===== src/rtl/ifetch_queue.sv =====
// Instruction fetch queue: one outstanding I-cache request feeding a circular buffer of fetched entries.
// Optional macro IFETCH_JAL_PREDICT_EN enables static JAL target prediction for the next fetch PC.
module ifetch_queue #(
  parameter int          QUEUE_DEPTH = 8,
  parameter logic [31:0] RESET_PC    = 32'h0
) (
  input  logic        clk,
  input  logic        rst,
  input  logic        rdy,
  output logic        IF_rn,
  output logic [31:0] IF_addr,
  input  logic        IF_ready,
  input  logic [31:0] IF_inst,
  output logic        inst_valid,
  output logic [31:0] inst_out,
  output logic [31:0] inst_pc,
  output logic [31:0] inst_pred_pc,
  input  logic        inst_deq,
  input  logic        flush,
  input  logic [31:0] flush_pc
);

  localparam int PTR_W = $clog2(QUEUE_DEPTH);
  localparam int CNT_W = PTR_W + 1;

  typedef enum logic [1:0] {IDLE, WAIT, DROP} state_t;

  state_t             state_reg;
  logic [31:0]        pc_reg;
  logic [PTR_W-1:0]   head_reg;
  logic [PTR_W-1:0]   tail_reg;
  logic [CNT_W-1:0]   count_reg;
  logic               if_rn_reg;
  logic [31:0]        if_addr_reg;

  logic [31:0] inst_mem [QUEUE_DEPTH];
  logic [31:0] pc_mem   [QUEUE_DEPTH];
  logic [31:0] pred_mem [QUEUE_DEPTH];

  logic [31:0] next_pc;
  logic        push_en;
  logic        pop_en;
  logic        issue_en;

`ifdef IFETCH_JAL_PREDICT_EN
  logic [31:0] jal_imm;
  assign jal_imm = {{11{IF_inst[31]}}, IF_inst[31], IF_inst[19:12], IF_inst[20], IF_inst[30:21], 1'b0};
`endif

  always_comb begin
    next_pc = pc_reg + 32'd4;
`ifdef IFETCH_JAL_PREDICT_EN
    if (IF_inst[6:0] == 7'b1101111) begin
      next_pc = pc_reg + jal_imm;
    end
`endif
  end

  // A push only happens from WAIT; pc_reg equals the outstanding address there.
  assign push_en  = rdy && (state_reg == WAIT) && IF_ready && !flush;
  assign pop_en   = rdy && inst_deq && (count_reg != '0) && !flush;
  assign issue_en = rdy && (state_reg == IDLE) && !flush && (count_reg < CNT_W'(QUEUE_DEPTH));

  always_ff @(posedge clk) begin
    if (push_en) begin
      inst_mem[tail_reg] <= IF_inst;
      pc_mem[tail_reg]   <= pc_reg;
      pred_mem[tail_reg] <= next_pc;
    end
  end

  always_ff @(posedge clk or negedge rst) begin
    if (!rst) begin
      state_reg   <= IDLE;
      pc_reg      <= RESET_PC;
      head_reg    <= '0;
      tail_reg    <= '0;
      count_reg   <= '0;
      if_rn_reg   <= 1'b0;
      if_addr_reg <= RESET_PC;
    end else if (rdy) begin
      if (flush) begin
        count_reg <= '0;
        head_reg  <= '0;
        tail_reg  <= '0;
        pc_reg    <= flush_pc;
      end else begin
        if (push_en) begin
          tail_reg <= tail_reg + PTR_W'(1);
          pc_reg   <= next_pc;
        end
        if (pop_en) begin
          head_reg <= head_reg + PTR_W'(1);
        end
        case ({push_en, pop_en})
          2'b10:   count_reg <= count_reg + CNT_W'(1);
          2'b01:   count_reg <= count_reg - CNT_W'(1);
          default: count_reg <= count_reg;
        endcase
      end

      case (state_reg)
        IDLE: begin
          if (issue_en) begin
            state_reg   <= WAIT;
            if_rn_reg   <= 1'b1;
            if_addr_reg <= pc_reg;
          end
        end
        WAIT: begin
          // A response coinciding with a flush is simply dropped.
          if (IF_ready) begin
            state_reg <= IDLE;
            if_rn_reg <= 1'b0;
          end else if (flush) begin
            state_reg <= DROP;
          end
        end
        DROP: begin
          if (IF_ready) begin
            state_reg <= IDLE;
            if_rn_reg <= 1'b0;
          end
        end
        default: begin
          state_reg <= IDLE;
          if_rn_reg <= 1'b0;
        end
      endcase
    end
  end

  assign IF_rn        = if_rn_reg;
  assign IF_addr      = if_addr_reg;
  assign inst_valid   = (count_reg != '0);
  assign inst_out     = inst_valid ? inst_mem[head_reg] : 32'h0;
  assign inst_pc      = inst_valid ? pc_mem[head_reg]   : 32'h0;
  assign inst_pred_pc = inst_valid ? pred_mem[head_reg] : 32'h0;

endmodule


===== config.mk =====
export PLATFORM = sky130hd
export DESIGN_NAME = ifetch_queue
export DESIGN_NICKNAME = d
export VERILOG_FILES = /design/src/rtl/ifetch_queue.sv
export SDC_FILE = /design/constraint.sdc
export NUM_CORES = 1
export LEC_CHECK = 0
export ABC_CLOCK_PERIOD_IN_PS = 16400
export CAP_MARGIN = 20
export CORE_AREA = 3 3 295 297
export DETAILED_ROUTE_END_ITERATION = 8
export DIE_AREA = 0 0 298 300
export GPL_TIMING_DRIVEN = 0
export PLACE_DENSITY = 0.63
export SYNTH_ARGS = -nofsm -noshare
export SYNTH_HDL_FRONTEND = slang
export SYNTH_SLANG_ARGS = --single-unit
export TNS_END_PERCENT = 5

===== constraint.sdc =====
create_clock -name clk -period 16.4 [get_ports clk]
set_input_delay 1.64 -clock clk [delete_from_list [all_inputs] [get_ports clk]]
set_output_delay 1.64 -clock clk [all_outputs]
set_load 0.005 [all_outputs]

==> PnR_summary.wiki, run 1 <==
{| class="wikitable"
! Metric !! Value
|-
| Run status || complete, no violations
|-
| Post-route non-filler standard cell count || about 3300
|-
| Reg2reg start || state_reg[1]$_DFFE_PN0P_
|-
| Die Span X || 298 µm
|-
| Worst IR Drop VDD || a little under 0.00009 V
|-
| Via count of the first global-routing pass || between 15000 and 20000
|-
| Critical register-to-register path endpoint || inst_mem[0][17]$_DFFE_PP_
|-
| Highest net fanout along the worst path || 10
|-
| Final total negative setup slack || 0 ns
|-
| Avg Inst Size Synth || ~19 µm²
|-
| Initial antenna violation count || 2
|-
| Sequential area share after synthesis || 0.745
|-
| Overall global routing resource usage || 0.190
|-
| Fraction of the cycle the final worst path needs || 0.348
|-
| Area fraction in and, or, nand and nor cells after synthesis || 0.0445
|-
| Xor and xnor area share after synthesis || 0.00799
|-
| Hold buffer count at cts || 0
|-
| Measured slew at the worst slew-check pin || approximately 1.1 ns
|-
| Post-detailed-route wirelength per cell || around 25 µm
|-
| Synthesis-to-layout area growth || 22.5%
|-
| Headroom to the max-slew limit || 0.253
|-
| Wire length reported by the detailed router || 84900 µm
|-
| Relative contribution of sequential cells to total power || 0.395
|-
| Maxcap violations || 0
|-
| Filler cells || 7126
|-
| Top achievable clock speed || about 170 MHz
|-
| Initial core utilization || 0.387
|-
| Complex-gate fraction of the synthesized area || 0.0364
|-
| Clk_lat worst skew || between 0.6 and 0.7 ns
|-
| Wire length of the first global-routing pass || 126000 µm
|-
| Distinct cell type count after synthesis || 65
|-
| Leakage power of the design || between 10 and 15 nW
|-
| Number of enable-type register cells in the synthesized netlist || 752
|-
| Power dissipated by switching net loads || between 1.5 and 2 mW
|-
| Clock tree skew after final layout || between 0.02 and 0.025 ns
|-
| FF-to-FF setup slack || approximately 13 ns
|-
| Switching share of power || 0.300
|-
| Post-route DRC violation count || 0
|-
| Proportion of synthesized area in mux cells || 0.145
|-
| Final WS setup || approximately 11 ns
|-
| Vertical die dimension || roughly 300 µm
|-
| Overflow left after global routing || 0
|-
| Arrival time reported for the critical path endpoint || around 4.1 ns
|-
| Combinational family with the most area after synthesis || multiplexers
|-
| Number of instances resized during post-cts repair || 0
|-
| Vias/cell || approximately 5.4
|-
| Internal Pwr Total || ~4.6 mW
|-
| Buffers inserted during post-CTS setup optimization || 0
|-
| First element of the critical path || head_reg[2]$_DFFE_PN0P_
|-
| TritonCTS clock tree || built
|-
| Die Area || approximately 89000 µm²
|-
| Number of buffers created by CTS || 86
|-
| Post-synth net total || roughly 1800
|-
| Most used cell, CP || sky130_fd_sc_hd__clkbuf_1
|-
| Critical Path Max Stage Delay || around 0.8 ns
|-
| Startpoint class of the critical path || flip-flop
|-
| Clock Path Buffers || 3
|-
| Setup repair after global routing missed its margin || false
|-
| Share of synthesized cell area in full adder, half adder and majority cells || 0.00342
|-
| Worst-case setup slack after placement || around 11 ns
|-
| Total power draw || 6.60 mW
|-
| R2r worst-path depth || 10
|-
| RePlAce Congestion || 0.839
|-
| Final setup violation count || 0
|-
| Fraction of the core area covered by cells at the end of the flow || 0.475
|-
| Hold violation count in the final report || 0
|-
| WS Path Type || flip-flop to output pin
|-
| Hold crit path type || flip-flop to flip-flop
|-
| Clock sink count || a little over 800
|-
| Area of the placeable core || 84900 µm²
|-
| Number of top-level pins || 200
|-
| Post-route minimum period || around 5.7 ns
|-
| Capturing instance or port of the critical path || inst_pc[10]
|-
| Total of warnings raised by yosys || 0
|-
| Post-synthesis register bit count || ~830
|-
| Cell area after synthesis || 32900 µm²
|-
| Final count of pins violating max slew || 0
|-
| Asr flop ratio synth || 0.0929
|-
| Combinational fraction of design power || 0.308
|-
| Vias after detailed routing || 18100
|-
| Cell count after synthesis || roughly 1800
|-
| Remaining number of nets flagged by the antenna check after routing || 0
|-
| Cell with the largest stage delay on the worst path || sky130_fd_sc_hd__clkbuf_1
|-
| Largest registers || inst_mem: 256 flops, pc_mem: 256 flops, pred_mem: 240 flops
|-
| Clock Tree Root || sky130_fd_sc_hd__clkbuf_16
|-
| Final net count || roughly 2200
|-
| H-tree lvl count || 3
|-
| Pin count of the biggest net entering global routing || 45
|-
| Std cell rows || 107
|-
| Critical Path End Type || output pin
|-
| CTS clock-pin slew for the worst setup and hold paths || approximately 0.06 ns
|-
| Number of detailed-route iterations in the first pass || 6
|-
| Relative contribution of the clock network to total power || 0.298
|-
| Fraction of final layout cells sized beyond drive strength 1 || 0.211
|-
| Power density cells || between 150 and 200 nW/µm²
|-
| Drt first-iter violations || between 1500 and 2000
|-
| Required time at the endpoint of the critical path || approximately 15 ns
|-
| Primary flip-flop cell chosen by synthesis mapping || sky130_fd_sc_hd__edfxtp_1
|-
| HPWL after DPL || roughly 59000 µm
|-
| Number of cells in the design after placement || between 3000 and 4000
|-
| Total of buffers placed on input and output ports || around 200
|-
| Crit-path cells || clkbuf_1, inv_2, clkbuf_1, clkbuf_1, nand2_1, a21oi_1, clkdlybuf4s50_1
|}
-- cells by family (layout without fill, tap and decap cells) --
group | count (synthesis) | after routing
XOR/XNOR | 30 | 30
other | 0 | 1
flip-flops | 829 | 829
buffers and inverters | 137 | 578
AO/OA/AOI/OAI | 197 | 197
AND/OR/NAND/NOR | 322 | 322
adder cells (fa/ha/maj) | 9 | 9
multiplexers | 236 | 236
-- critical path: cells and delay by family (launching register included) --
kind	cells	cell delay (ns)
AO/OA/AOI/OAI	1	0.34
flip-flops	1	0.35
AND/OR/NAND/NOR	1	0.11
buffers and inverters	5	2.62
-- worst min-delay path by stage --
stage	start	to	slack, ns	cells past startpoint
2_1_floorplan	IF_addr[31]$_DFFE_PN0P_	IF_addr[31]$_DFFE_PN0P_	0.48	1
3_5_place_dp	IF_addr[24]$_DFFE_PN0P_	IF_addr[24]$_DFFE_PN0P_	0.48	1
5_1_grt	IF_addr[27]$_DFFE_PN0P_	IF_addr[27]$_DFFE_PN0P_	0.50	1
4_1_cts	IF_addr[6]$_DFFE_PN0P_	IF_addr[6]$_DFFE_PN0P_	0.49	1
3_3_place_gp	IF_addr[11]$_DFFE_PN0P_	IF_addr[11]$_DFFE_PN0P_	0.48	1
6_report	IF_addr[24]$_DFFE_PN0P_	IF_addr[24]$_DFFE_PN0P_	0.49	1
-- metrics by stage --
stage,cell area [µm²],hold slack [ns]
floorplan,32900,0.483
global placement,36300,0.475
detailed placement,37400,0.478
CTS,40300,0.494
global route,40300,0.502
finish,40300,0.490
-- power groups by stage --
stage          logic, mW  registers [mW]  clock network [mW]
2_1_floorplan       1.09            2.62                   0
5_1_grt             2.20            2.62                2.08
3_5_place_dp        2.07            2.65                   0
4_1_cts             2.09            2.60                2.00
6_report            2.03            2.60                1.96
3_3_place_gp        2.03            2.65                   0
-- cells in the mapped netlist (all sizes together), types with 2 or more instances --
| library cell | n | area [µm²] |
|---|---|---|
| edfxtp | 752 | 22600 |
| nand2 | 209 | 785 |
| mux4 | 188 | 4230 |
| a21oi | 118 | 591 |
| dfrtp | 77 | 1930 |
| clkbuf | 56 | 210 |
| buf | 55 | 272 |
| mux2 | 36 | 409 |
| inv | 26 | 97.6 |
| nand3 | 22 | 110 |
| xnor2 | 22 | 193 |
| nor2 | 21 | 78.8 |
| o21ai | 19 | 95.1 |
| and3 | 17 | 106 |
| mux2i | 12 | 120 |
| nand4 | 12 | 90.1 |
| nor3 | 10 | 55.1 |
| ha | 9 | 113 |
| o22ai | 8 | 50.1 |
| xor2 | 8 | 70.1 |
| nor4 | 7 | 62.6 |
| o311ai | 7 | 61.3 |
| o211ai | 6 | 45.0 |
| a22oi | 5 | 37.5 |
| o2bb2ai | 5 | 43.8 |
| a221oi | 4 | 35.0 |
| and2 | 4 | 25.0 |
| and4 | 4 | 35.0 |
| nand2b | 4 | 25.0 |
| a211o | 3 | 26.3 |
| a311o | 3 | 30.0 |
| a311oi | 3 | 26.3 |
| nor2b | 3 | 18.8 |
| nand3b | 2 | 15.0 |
| or3 | 2 | 12.5 |
| or4 | 2 | 15.0 |
-- layer usage --
layer / GRT usage / routed length [µm] / up-vias
met3: 0.0352 / 5650 / 147
met5: 0 / 6 / -
met2: 0.312 / 41400 / 738
met1: 0.260 / 35300 / 9444
li1: - / - / 7794
met4: 0.0571 / 2530 / 2
-- cells in the final DEF (no fill, tap or decap), types with 6 or more instances in the layout --
| cell type | Yosys | final |
|---|---|---|
| sky130_fd_sc_hd__buf_6 | 0 | 42 |
| sky130_fd_sc_hd__bufinv_16 | 0 | 8 |
| sky130_fd_sc_hd__buf_12 | 0 | 11 |
| sky130_fd_sc_hd__o22ai_1 | 8 | 8 |
| sky130_fd_sc_hd__clkdlybuf4s50_1 | 0 | 198 |
| sky130_fd_sc_hd__edfxtp_1 | 752 | 752 |
| sky130_fd_sc_hd__clkbuf_1 | 56 | 80 |
| sky130_fd_sc_hd__inv_1 | 23 | 23 |
| sky130_fd_sc_hd__nand3_1 | 22 | 22 |
| sky130_fd_sc_hd__mux4_2 | 188 | 188 |
| sky130_fd_sc_hd__o311ai_1 | 6 | 6 |
| sky130_fd_sc_hd__mux2_1 | 32 | 32 |
| sky130_fd_sc_hd__nand2_1 | 209 | 209 |
| sky130_fd_sc_hd__clkbuf_16 | 0 | 90 |
| sky130_fd_sc_hd__xor2_1 | 8 | 8 |
| sky130_fd_sc_hd__xnor2_1 | 22 | 22 |
| sky130_fd_sc_hd__buf_4 | 5 | 25 |
| sky130_fd_sc_hd__dfrtp_1 | 77 | 77 |
| sky130_fd_sc_hd__nand4_1 | 11 | 11 |
| sky130_fd_sc_hd__nor2_1 | 21 | 18 |
| sky130_fd_sc_hd__buf_2 | 37 | 37 |
| sky130_fd_sc_hd__o21ai_1 | 9 | 9 |
| sky130_fd_sc_hd__o211ai_1 | 6 | 6 |
| sky130_fd_sc_hd__clkbuf_8 | 0 | 7 |
| sky130_fd_sc_hd__a21oi_1 | 118 | 118 |
| sky130_fd_sc_hd__buf_1 | 13 | 13 |
| sky130_fd_sc_hd__mux2i_1 | 12 | 12 |
| sky130_fd_sc_hd__and3_1 | 17 | 17 |
| sky130_fd_sc_hd__buf_8 | 0 | 9 |
| sky130_fd_sc_hd__o21ai_0 | 10 | 10 |
| sky130_fd_sc_hd__ha_1 | 9 | 9 |
| sky130_fd_sc_hd__clkinv_2 | 0 | 13 |
| sky130_fd_sc_hd__clkinv_1 | 0 | 7 |
-- area by class of cell --
class | instances | area, µm² | share of cell area
repair buffers | 284 | 3070 | 0.0762
inverters | 26 | 97.6 | 0.00242
diodes | 1 | 2.50 | 0.0000621
clock buffers | 121 | 2440 | 0.0605
flip-flops and latches | 829 | 24500 | 0.608
well taps | 1144 | 1430 | 0.0355
clock inverters | 36 | 413 | 0.0102
multi-input cells | 794 | 7860 | 0.195
plain buffers | 111 | 482 | 0.0120
Power figures use the tool's default switching activity.
==> run 2, diff against run 1 <==
- ABC_CLOCK_PERIOD_IN_PS: 16400 -> 4900
- PLACE_DENSITY: 0.63 -> 0.65
- clock period: 16.4 -> 4.9 ns (I/O delays scaled with it)
==> run 2 against run 1 <==
Compared with the run above:
- die area unchanged
- wire length about the same
- design area down 0.52%
- worst hold slack worse by 0.17 ns
- global-route usage down 0.14 points
- highest routed layer unchanged
- register-to-register slack worse by 12 ns
==> PnR_summary.wiki, run 2 (same netlist as run 1, synthesis figures left out) <==
{| class="wikitable"
! Metric !! Value
|-
| Fraction of the cycle the final worst path needs || 0.913
|-
| Power density cells || 536 nW/µm² (+230%)
|-
| Maxcap violations || 0 (unchanged)
|-
| Final setup violation count || 0 (unchanged)
|-
| Overall global routing resource usage || 0.189 (-0.00142)
|-
| Drt first-iter violations || 1905 (-1.7%)
|-
| Post-detailed-route wirelength per cell || 25.7 µm (+1.3%)
|-
| Filler cells || 7132 (+0.084%)
|-
| Total of buffers placed on input and output ports || 199 (unchanged)
|-
| Clock sink count || 829 (unchanged)
|-
| HPWL after DPL || 57900 µm (-1.3%)
|-
| Post-route DRC violation count || 0 (unchanged)
|-
| Headroom to the max-slew limit || 0.335 (+0.0824)
|-
| Overflow left after global routing || 0 (unchanged)
|-
| Critical Path Max Stage Delay || 0.72 ns (-0.09 ns)
|-
| Number of detailed-route iterations in the first pass || 6 (unchanged)
|-
| Hold buffer count at cts || 1 (+1)
|-
| Vertical die dimension || 300 µm (unchanged)
|-
| Hold crit path type || input pin to async pin
|-
| Fraction of final layout cells sized beyond drive strength 1 || 0.196 (-0.0154)
|-
| Arrival time reported for the critical path endpoint || 3.98 ns (-0.09 ns)
|-
| FF-to-FF setup slack || 1.34 ns (-11.63 ns)
|-
| Final count of pins violating max slew || 0 (unchanged)
|-
| Vias after detailed routing || 18100 (-0.30%)
|-
| Wire length reported by the detailed router || 84900 µm (about the same)
|-
| Met2 wire len || 41200 µm (-0.61%)
|-
| WS Path Type || flip-flop to output pin
|-
| Clock Path Buffers || 3 (unchanged)
|-
| Vias/cell || 5.47 (+0.94%)
|-
| Run status || complete, no violations
|-
| Initial antenna violation count || 6 (+4)
|-
| Setup repair after global routing missed its margin || false
|-
| Initial core utilization || 0.387 (unchanged)
|-
| Topmost layer with routed signal wires || met5
|-
| Highest net fanout along the worst path || 10 (unchanged)
|-
| Die Area || 89400 µm² (unchanged)
|-
| Pin count of the biggest net entering global routing || 58 (+29%)
|-
| Number of instances resized during post-cts repair || 0 (unchanged)
|-
| CTS clock-pin slew for the worst setup and hold paths || 0.07 ns (about the same)
|-
| Number of buffers created by CTS || 78 (-9.3%)
|-
| Most common library cell in the layout ignoring fill and taps || sky130_fd_sc_hd__edfxtp_1
|-
| Largest registers || inst_mem: 256 flops, pc_mem: 256 flops, pred_mem: 240 flops
|-
| H-tree lvl count || 3 (unchanged)
|-
| Worst hold margin || 0.322 ns (-0.168 ns)
|-
| Number of top-level pins || 200 (unchanged)
|-
| Clk_lat worst skew || 0.62 ns (about the same)
|-
| Reg2reg start || state_reg[1]$_DFFE_PN0P_
|-
| Startpoint class of the critical path || flip-flop
|-
| Met3 routed WL || 6690 µm (+18%)
|-
| Area of the placeable core || 84900 µm² (unchanged)
|-
| Wire length of the first global-routing pass || 125000 µm (-0.84%)
|-
| Post-route minimum period || roughly 4.5 ns
|-
| Wl on met1 || 34400 µm (-2.3%)
|-
| Critical Path End Type || output pin
|-
| Remaining number of nets flagged by the antenna check after routing || 0 (unchanged)
|-
| Measured slew at the worst slew-check pin || 0.994 ns (-0.127 ns)
|-
| Required time at the endpoint of the critical path || 4.41 ns (-10.35 ns)
|-
| Die Span X || 298 µm (unchanged)
|-
| TritonCTS clock tree || built
|-
| Leakage power of the design || 12.9 nW (-1.6%)
|-
| Cell with the largest stage delay on the worst path || sky130_fd_sc_hd__buf_1
|-
| Commonest non-fill, non-tap cells in the layout || sky130_fd_sc_hd__edfxtp_1, sky130_fd_sc_hd__nand2_1, sky130_fd_sc_hd__clkdlybuf4s50_1
|-
| Final WS setup || 0.426 ns (-10.26 ns)
|-
| Final net count || 2177 (-1.5%)
|-
| Hold violation count in the final report || 0 (unchanged)
|-
| Worst IR Drop VDD || 0.000337 V (+290%)
|-
| Std cell rows || 107 (unchanged)
|-
| Most used cell, CP || sky130_fd_sc_hd__buf_2
|-
| Crit-path cells || buf_2, buf_2, buf_1, mux4_2, nand2_1, a21oi_1, buf_4, clkdlybuf4s50_1
|-
| Clock Tree Root || sky130_fd_sc_hd__clkbuf_16
|-
| Clock tree skew after final layout || 0.0236 ns (+0.00349 ns)
|-
| First element of the critical path || head_reg[1]$_DFFE_PN0P_
|-
| Top achievable clock speed || around 220 MHz
|-
| Synthesis-to-layout area growth || 21.9%
|-
| RePlAce Congestion || 0.849 (+1.3%)
|-
| Buffers inserted during post-CTS setup optimization || 0 (unchanged)
|-
| Worst-case setup slack after placement || 0.916 ns (-10.21 ns)
|-
| Via count of the first global-routing pass || 18400 (-1.0%)
|}
run 2: final timing paths:
check | end | depth (start not counted)
setup / recovery | inst_pred_pc[1] | 8
hold / removal | IF_addr[11]$_DFFE_PN0P_ | 2
min in group clk | IF_addr[1]$_DFFE_PN0P_ | 1
setup reg to reg | inst_mem[7][22]$_DFFE_PP_ | 9
hold reg to reg | IF_addr[1]$_DFFE_PN0P_ | 1
max in group asynchronous | pc_reg[0]$_DFFE_PN0P_ | 3
run 2: final cells by class:
class                      instances  area (µm²)  area share
tap                             1144        1430      0.0357
sequential                       829       24500       0.611
inverter                          26        97.6     0.00243
timing repair buffer             258        3160      0.0789
clock inverter                    31         284     0.00708
clock buffer                     111        2230      0.0556
antenna                            1        2.50   0.0000624
buffer                           111         482      0.0120
multi-input combinational        794        7890       0.197
run 2: stage by stage:
| step | instance area [µm²] | instances | util | power, mW | TNS [ns] |
|---|---|---|---|---|---|
| 5_1_grt | 40100 | 3304 | 0.472 | 22.4 | 0 |
| 2_1_floorplan | 32900 | 1760 | - | 12.4 | -364.16 |
| 3_5_place_dp | 37600 | 3161 | 0.443 | 15.8 | 0 |
| 3_3_place_gp | 36300 | 3103 | 0.428 | 15.6 | -3885.25 |
| 4_1_cts | 40100 | 3304 | 0.472 | 21.8 | 0 |
| 6_report | 40100 | 3305 | 0.472 | 21.5 | 0 |
run 2: power by group:
part           internal, mW  total, mW  switching (mW)
registers              8.33       8.77           0.441
logic                  3.24       6.78            3.54
clock network          3.43       5.94            2.51
run 2: worst max-delay path, delay by kind of cell, from the launching register on:
kind | cells | cell delay [ns]
DFF | 1 | 0.36
muxes | 1 | 0.37
and+or+nand+nor | 1 | 0.06
buffers and inverters | 5 | 2.23
AOI/OAI and AO/OA | 1 | 0.33
run 2: layer usage:
layer | vias to the layer above | GRT usage
met5 | - | 0
met2 | 735 | 0.306
li1 | 7702 | -
met4 | 6 | 0.0597
met3 | 144 | 0.0417
met1 | 9484 | 0.256
==> run 3, diff against run 2 <==
- PLACE_DENSITY: 0.65 -> unset
==> run 3 against run 2 <==
Compared with the run above:
- the run now ends with DRC left
- global-route usage up 0.17 points
- sequential power about the same
- largest cell class unchanged
- sequential share of layout area down 0.69 points
- critical path type unchanged
- cell count up 0.24%
- worst hold slack better by 0.017 ns
- critical endpoint unchanged
==> PnR_summary.wiki, run 3 (same netlist as run 1, synthesis figures left out) <==
{| class="wikitable"
! Metric !! Value
|-
| Run status || finished, violations left
|-
| Violations in the final reports || DRC
|-
| Buffers inserted during post-CTS setup optimization || 0 (unchanged)
|-
| Std cell rows || 107 (unchanged)
|-
| Measured slew at the worst slew-check pin || 0.985 ns (-0.00895 ns)
|-
| Vias after detailed routing || 17900 (-0.79%)
|-
| Most heavily used metal layer in global routing || met2
|-
| Switching share of power || 0.298 (-0.00438)
|-
| Required time at the endpoint of the critical path || 4.41 ns (about the same)
|-
| Setup repair after global routing missed its margin || false
|-
| TritonCTS clock tree || built
|-
| Clock sink count || 829 (unchanged)
|-
| Vertical die dimension || 300 µm (unchanged)
|-
| Clock Tree Root || sky130_fd_sc_hd__clkbuf_16
|-
| Vias/cell || 5.41 (-1.0%)
|-
| Startpoint class of the critical path || flip-flop
|-
| Clock tree skew after final layout || 0.0158 ns (-0.00775 ns)
|-
| Clk_lat worst skew || 0.63 ns (about the same)
|-
| Post-route minimum period || 4.58 ns (+0.106 ns)
|-
| Number of buffers created by CTS || 81 (+3.8%)
|-
| Number of detailed-route iterations in the first pass || 7 (+1)
|-
| Synthesis-to-layout area growth || 23.3%
|-
| Final net count || 2177 (unchanged)
|-
| Critical Path Max Stage Delay || 0.76 ns (+0.04 ns)
|-
| Fraction of final layout cells sized beyond drive strength 1 || 0.201 (+0.00509)
|-
| Combined buffer and inverter count along the critical path || 6 (+1)
|-
| Largest registers || inst_mem: 256 flops, pc_mem: 256 flops, pred_mem: 240 flops
|-
| Met3 track demand over resource in global routing || 0.0389 (-0.00282)
|-
| Worst-case setup slack after placement || 0.933 ns (+0.0164 ns)
|-
| Pin count of the biggest net entering global routing || 53 (-8.6%)
|-
| H-tree lvl count || 3 (unchanged)
|-
| Power density cells || 547 nW/µm² (+2.1%)
|-
| Hold crit path type || input pin to async pin
|-
| Clock Path Buffers || 3 (unchanged)
|-
| Fraction of the cycle the final worst path needs || 0.935 (+0.0216)
|-
| Reg2reg start || state_reg[1]$_DFFE_PN0P_
|-
| HPWL after DPL || 58300 µm (+0.61%)
|-
| Worst IR Drop VDD || 0.000291 V (-14%)
|-
| WS Path Type || flip-flop to output pin
|-
| Critical register-to-register path endpoint || pred_mem[1][30]$_DFFE_PP_
|-
| Most common library cell in the layout ignoring fill and taps || sky130_fd_sc_hd__edfxtp_1
|-
| Overall global routing resource usage || 0.190 (+0.00167)
|-
| Area of the placeable core || 84900 µm² (unchanged)
|-
| Leakage power of the design || 13.2 nW (+1.7%)
|-
| Cell with the largest stage delay on the worst path || sky130_fd_sc_hd__clkbuf_1
|-
| Final setup violation count || 0 (unchanged)
|-
| Top achievable clock speed || 218 MHz (-2.3%)
|-
| Initial antenna violation count || 4 (-2)
|-
| FF-to-FF setup slack || 1.32 ns (-0.02 ns)
|-
| Final count of pins violating max slew || 0 (unchanged)
|-
| Crit-path cells || clkbuf_1, inv_2, clkbuf_1, clkbuf_1, nand2_1, a21oi_1, buf_4, clkdlybuf4s50_1
|-
| Die Area || 89400 µm² (unchanged)
|-
| Met1 capacity usage during global routing || 0.265 (+0.00914)
|-
| Wire length reported by the detailed router || 84700 µm (-0.30%)
|-
| Fraction of the core area covered by cells at the end of the flow || 0.478 (+0.00537)
|-
| Remaining number of nets flagged by the antenna check after routing || 0 (unchanged)
|-
| Headroom to the max-slew limit || 0.344 (+0.00812)
|-
| Global-route track usage on met2 || 0.299 (-0.00674)
|-
| First element of the critical path || head_reg[2]$_DFFE_PN0P_
|-
| Via count of the first global-routing pass || 18300 (-0.79%)
|-
| Hold violation count in the final report || 0 (unchanged)
|-
| Post-route DRC violation count || 1 (+1)
|-
| Internal Pwr Total || 15.6 mW (+3.9%)
|-
| Initial core utilization || 0.387 (unchanged)
|-
| Overflow left after global routing || 0 (unchanged)
|-
| RePlAce Congestion || 0.845 (-0.51%)
|-
| Maxcap violations || 0 (unchanged)
|-
| Relative contribution of the clock network to total power || 0.299 (+0.023)
|-
| Highest net fanout along the worst path || 10 (unchanged)
|-
| Post-detailed-route wirelength per cell || 25.6 µm (-0.54%)
|-
| Arrival time reported for the critical path endpoint || 4.09 ns (+0.11 ns)
|-
| Drt first-iter violations || 1797 (-5.7%)
|-
| Family with the most delay on the worst path || buffers and inverters
|-
| R2r worst-path depth || 9 (unchanged)
|-
| Number of instances resized during post-cts repair || 0 (unchanged)
|-
| Most used cell, CP || sky130_fd_sc_hd__clkbuf_1
|-
| Commonest non-fill, non-tap cells in the layout || sky130_fd_sc_hd__edfxtp_1, sky130_fd_sc_hd__nand2_1, sky130_fd_sc_hd__clkdlybuf4s50_1
|-
| Die Span X || 298 µm (unchanged)
|-
| Final WS setup || 0.320 ns (-0.106 ns)
|-
| Total of buffers placed on input and output ports || 199 (unchanged)
|-
| Number of top-level pins || 200 (unchanged)
|-
| Relative contribution of sequential cells to total power || 0.396 (-0.012)
|-
| Power dissipated by switching net loads || 6.60 mW (+1.8%)
|-
| Critical Path End Type || output pin
|-
| CTS clock-pin slew for the worst setup and hold paths || 0.06 ns (about the same)
|-
| Wire length of the first global-routing pass || 125000 µm (+0.59%)
|-
| Combinational fraction of design power || 0.304 (-0.011)
|}
## run 3: cell type report
| type | count | area (µm²) |
|---|---|---|
| diodes | 4 | 10.0 |
| plain buffers | 111 | 482 |
| clock buffers | 92 | 2150 |
| clock inverters | 58 | 729 |
| fillers | 7066 | 44300 |
| inverters | 26 | 97.6 |
| multi-input cells | 794 | 7890 |
| flip-flops and latches | 829 | 24500 |
| well taps | 1144 | 1430 |
| repair buffers | 255 | 3240 |
## run 3: metrics by stage
| step | cells | setup TNS, ns | total power, mW | hold WS [ns] | cell area (µm²) |
|---|---|---|---|---|---|
| floorplan | 1760 | -364.16 | 12.4 | 0.194 | 32900 |
| global placement | 3103 | -3977.98 | 15.7 | 0.471 | 36300 |
| detailed placement | 3158 | 0 | 15.8 | 0.465 | 37600 |
| CTS | 3309 | 0 | 22.5 | 0.339 | 40500 |
| global route | 3309 | 0 | 23.2 | 0.384 | 40500 |
| finish | 3313 | 0 | 22.2 | 0.339 | 40500 |
## run 3: layer usage
metal,up-vias,wire (µm),part of all wire
li1,7738,-,-
met1,9375,35700,0.42
met2,697,40000,0.47
met3,118,6250,0.074
met4,0,2670,0.032
met5,-,0,0
## run 3: timing repair
item | 4_1_cts | 5_1_grt
endpoints found under the setup margin | 0 | 0
endpoints found under the hold margin | 25 | 0
hold buffers | 1 | 0
## run 3: power by group through the flow
stage	Sequential (mW)	Clock [mW]	Combinational [mW]
floorplan	8.74	0	3.64
global placement	8.93	0	6.75
detailed placement	8.95	0	6.90
CTS	8.80	6.77	6.93
global route	8.85	7.06	7.31
finish	8.80	6.65	6.75
## run 3: worst max path at each step
stage / endpoint / slack [ns] / cells past startpoint
floorplan: inst_mem[7][0]$_DFFE_PP_ / -0.75 / 6
global placement: inst_mem[5][30]$_DFFE_PP_ / -5.92 / 5
CTS: inst_pc[17] / 0.25 / 7
detailed placement: inst_pc[17] / 0.93 / 7
finish: inst_pred_pc[1] / 0.32 / 8
global route: inst_pc[17] / 0.08 / 7
